==> src/rtl/sequence_checker_pkg.sv <==
// Shared types for the memory-tester sequence checker: FSM state encoding and default digit width.
package sequence_checker_pkg;

    localparam int DIGIT_W_DEF = 4;

    typedef enum logic [2:0] {
        S_IDLE    = 3'd0,
        S_CAPTURE = 3'd1,
        S_SHOW    = 3'd2,
        S_ENTRY   = 3'd3,
        S_PASS    = 3'd4,
        S_FAIL    = 3'd5
    } state_e;

endpackage

==> src/rtl/sequence_checker_seq_mem.sv <==
// Digit store for one round: single write port, two asynchronous read ports.
// Out-of-range read indices return 0 so callers may present a look-ahead index safely.
module seq_mem
    import sequence_checker_pkg::*;
#(
    parameter int DIGIT_W = DIGIT_W_DEF,
    parameter int SEQ_LEN = 4
) (
    input  logic               clk,
    input  logic               rst_n,
    input  logic               wr_en_i,
    input  logic [3:0]         wr_idx_i,
    input  logic [DIGIT_W-1:0] wr_data_i,
    input  logic [3:0]         rd_a_idx_i,
    output logic [DIGIT_W-1:0] rd_a_data_o,
    input  logic [3:0]         rd_b_idx_i,
    output logic [DIGIT_W-1:0] rd_b_data_o
);
    localparam int         AW      = (SEQ_LEN > 1) ? $clog2(SEQ_LEN) : 1;
    localparam logic [4:0] LEN_EXT = 5'(SEQ_LEN);

    logic [DIGIT_W-1:0] mem_q [SEQ_LEN];

    always_ff @(posedge clk or negedge rst_n) begin
        if (!rst_n) begin
            for (int i = 0; i < SEQ_LEN; i++) mem_q[i] <= '0;
        end else if (wr_en_i && ({1'b0, wr_idx_i} < LEN_EXT)) begin
            mem_q[wr_idx_i[AW-1:0]] <= wr_data_i;
        end
    end

    assign rd_a_data_o = ({1'b0, rd_a_idx_i} < LEN_EXT) ? mem_q[rd_a_idx_i[AW-1:0]] : '0;
    assign rd_b_data_o = ({1'b0, rd_b_idx_i} < LEN_EXT) ? mem_q[rd_b_idx_i[AW-1:0]] : '0;

endmodule

==> config.mk <==
export PLATFORM = sky130hd
export DESIGN_NAME = seq_mem
export DESIGN_NICKNAME = d
export VERILOG_FILES = /design/src/rtl/sequence_checker_pkg.sv /design/src/rtl/sequence_checker_seq_mem.sv
export SDC_FILE = /design/constraint.sdc
export NUM_CORES = 1
export LEC_CHECK = 0
export ABC_AREA = 0
export BUFFER_PORTS_ARGS = -buffer_cell sky130_fd_sc_hd__buf_2
export CORE_MARGIN = 1
export CORE_UTILIZATION = 44
export DETAILED_ROUTE_END_ITERATION = 8
export PLACE_DENSITY_LB_ADDON = 0.15
export SYNTH_ARGS = -nofsm -noshare
export SYNTH_HDL_FRONTEND = slang
export SYNTH_SLANG_ARGS = --single-unit
==> constraint.sdc <==
create_clock -name clk -period 0.97 [get_ports clk]
set_input_delay 0.097 -clock clk [delete_from_list [all_inputs] [get_ports clk]]
set_output_delay 0.097 -clock clk [all_outputs]
set_load 0.01 [all_outputs]
==> results by stage <==
Outcome:
- The flow ran to the end, but the final reports show violations.
- The final reports fail on setup timing.

Critical path:
- The highest fanout seen on the critical path is 3.
- STA classifies the critical path startpoint as a flop.
- The worst setup path is captured at an output pin.
- The arrival time of data at the critical path endpoint is roughly 1500 ps.
- The critical path required time is 870 ps.
- The worst setup path is of the flop to output pin kind.

Pwr:
- The share of total power dissipated in combinational logic is around a third.
- The proportion of total power due to net switching is about a quarter.
- The power density relative to cell area is roughly 1600 nW/um^2.
- The part of the total power dissipated in sequential elements is between 40% and 50%.
- The static leakage is 0.559 nW.
- The portion of total power attributed to the clock network is between 10% and 20%.
- Internal power comes to about 1.4 mW.
- The net switching power is around 0.5 mW.
- The worst-case IR drop observed on VDD is roughly 1.0 mV.

STA:
- The part of the cycle the worst path needs is 159%.
- For the pin with the worst max-slew slack, the measured transition is around 360 ps.
- The total of endpoints with negative setup slack in the final report is 9.
- Headroom to the max-slew limit came out at 76.2%.
- On the final layout, the worst clock skew is 0 ps.
- Setup repair after global routing could not meet its margin everywhere.
- The final critical path time including I/O delays and setup is about 1500 ps.
- The hold violation count in the final report is 0.
- The final number of max-transition violations is 0.
- On the final layout, the worst hold slack is ~100 ps.
- The maximum clock frequency is 647 MHz.
- Across all setup checks in the final design, the least slack found is -576 ps.

Clock network:
- TritonCTS built the clock tree.
- The tree is rooted in a clkbuf_4.
- Clock tree synthesis found a total of 16 sinks.
- Buffers inserted during clock tree synthesis total 3.
- CTS built an H-tree with a depth of 1.
- The clock input transition at the sequential cells of the worst setup and hold paths is roughly 90 ps.
- The buffer depth of the longest clock path is 2.
- The clock latency on the worst-skew pair is between 200 and 300 ps.

Yosys:
- The distinct cell type count after synthesis is 9.
- In the synthesized netlist, the number of instances is 53.
- The synthesized area per cell is about 17 sq um.
- After synthesis the netlist holds a flip-flop and latch count of 16.
- Summed over all instances, the cell type with the most area after synthesis is dfrtp_1.
- The combined area of all synthesized cells is 887 sq um.
- The Yosys step of the flow raised 0 warnings.
- Synthesis produced a netlist with a net count of between 70 and 80.
- The area share of the largest cell type after synthesis is 45.1%.
- The sequential element share of the synthesized area is a little under half.
- By area the synthesized netlist is led by dfrtp_1, mux2_2, mux4_2.

Floorplanning:
- The full die area is 2200 sq um.
- The vertical die dimension is ~47 um.
- The I/O pin total is 27.
- The placeable core region is approximately 1800 sq um.
- The floorplan has 15 rows.
- The initial utilization of the core area, before any placement, comes to just under 50%.
- From left edge to right edge, the die measures 46.9 um.

Cells and area:
- The commonest non-fill, non-tap cell in the layout is buf_2.
- 0 antenna diodes ended up in the layout.
- The signed area change from the synthesized netlist to the final layout is 36.5%.
- In the layout the commonest cells are buf_2, dfrtp_1, mux4_2, mux2_2, mux2_4.
- At the end of the flow, the number of nets in the layout was 112.
- The finished cells cover between 1000 and 1500 sq um.
- The largest registers in the layout are mem_q (16).
- The register containing the most flip-flops in the final layout is mem_q.
- The register with the most flip-flops in the layout has 16 of them.
- Of the cells placed in the final design, the portion with a size suffix greater than 1 is between 70 and 80%.

Route:
- The total routed wirelength is approximately 1.9 mm.
- The via density per instance is 5.47.
- The post-detailed-route DRC marker count is 0.
- For this run, the detailed router's first-pass iteration total came to 4.
- Across all layers, the routed design uses around 640 vias.
- The number of design-rule violations left by the first detailed-router iteration is 6.
- The number of nets still failing antenna checks after routing is 0.
- The post-detailed-route wirelength per cell is between 15 and 20 um.

Global routing:
- Entering global routing, the biggest net connects 17 pins.
- The via count of the first global-routing pass came to approximately 600.
- For met2 alone, demand over resource in global routing was between 30% and 40%.
- The first global-routing pass estimated around 2.9 mm of wire.
- The overall routing resource usage is roughly a fifth.
- Global routing finished with a remaining overflow of 0.
- Global routing used ~3.5% of the available met3 tracks.
- The layer flagged by global routing as most heavily used is met2.
- The initial antenna violation count came to 0.
- The met1 layer usage reported by global route is between 20 and 30%.

Placed design:
- The routability-driven placement congestion ratio is roughly 0.70.
- The placed standard-cell area is approximately 1100 sq um.
- The total of buffers placed on input and output ports is 26.

Run:
- Across the run, the number of max-cap violations was 0.

Min path:
- The type of the tightest min-delay check is primary input to flop.
## path summary, 6_finish.rpt
kind,to,slack [ps],start,cells past startpoint
max in group asynchronous,mem_q[7],460,rst_n,2
hold reg to reg,mem_q[9],540,mem_q[9],1
min in group asynchronous,mem_q[12],260,rst_n,2
setup reg to reg,mem_q[7],-190,mem_q[7],4
hold / removal,mem_q[14],100,wr_data_i[2],2
setup / recovery,rd_a_data_o[2],-580,mem_q[2],3
## critical path: stages (launching register included)
cell	delay (ps)
dfrtp_1	410
mux4_2	480
nor3b_1	150
buf_2	130
## layer usage
layer | vias to the layer above | share of wire (%) | wire (um)
met2 | 22 | 50 | 949
met5 | - | 0 | 0
met4 | 0 | 0 | 0
met3 | 0 | 4.5 | 86
li1 | 293 | - | -
met1 | 320 | 45 | 862
## cells in the mapped netlist, drive strengths merged
| cell type | count |
|---|---|
| dfrtp | 16 |
| mux2 | 16 |
| nor3b | 10 |
| mux4 | 8 |
| and3b | 1 |
| nand3 | 1 |
| nand3b | 1 |
## power by group through the flow
stage               Clock [mW]  Sequential [mW]  Combinational, mW
floorplan                    0            0.905              0.398
global route             0.366            0.963              0.708
CTS                      0.351            0.936              0.650
global placement             0            0.941              0.567
finish                   0.337            0.943              0.663
detailed placement           0            0.954              0.583
## final cells by class
cell class	count	area (sq um)
clock buffers	3	22.5
fillers	150	591
multi-input cells	37	533
flip-flops and latches	16	400
well taps	25	31.3
repair buffers	35	224
## cell families after synthesis
| kind of cell | Yosys count | share of synthesized area, % |
|---|---|---|
| flip-flops | 16 | 45.1 |
| AND/OR/NAND/NOR | 13 | 13.4 |
| multiplexers | 24 | 41.5 |
## through the flow
step                      cells  util (%)  TNS [ps]  total power, mW  setup slack (ps)
after floorplan              53         -     -1260             1.30             -99.5
after global placement      107      61.4     -5310             1.51              -313
after detailed placement    107      61.4     -5610             1.54              -343
after CTS                   116      65.7     -4610             1.94              -579
after global routing        116      67.2     -5080             2.04              -618
final                       116      67.2     -4630             1.94              -576
## repair_timing
action                                 in CTS  in global routing
resized for setup                           2                  7
hold buffers                                1                  0
pin swaps                                   0                  1
setup buffers                               5                  1
endpoints found under the hold margin      16                  0
setup endpoints to repair                  11                 12
Power figures use the tool's default switching activity.
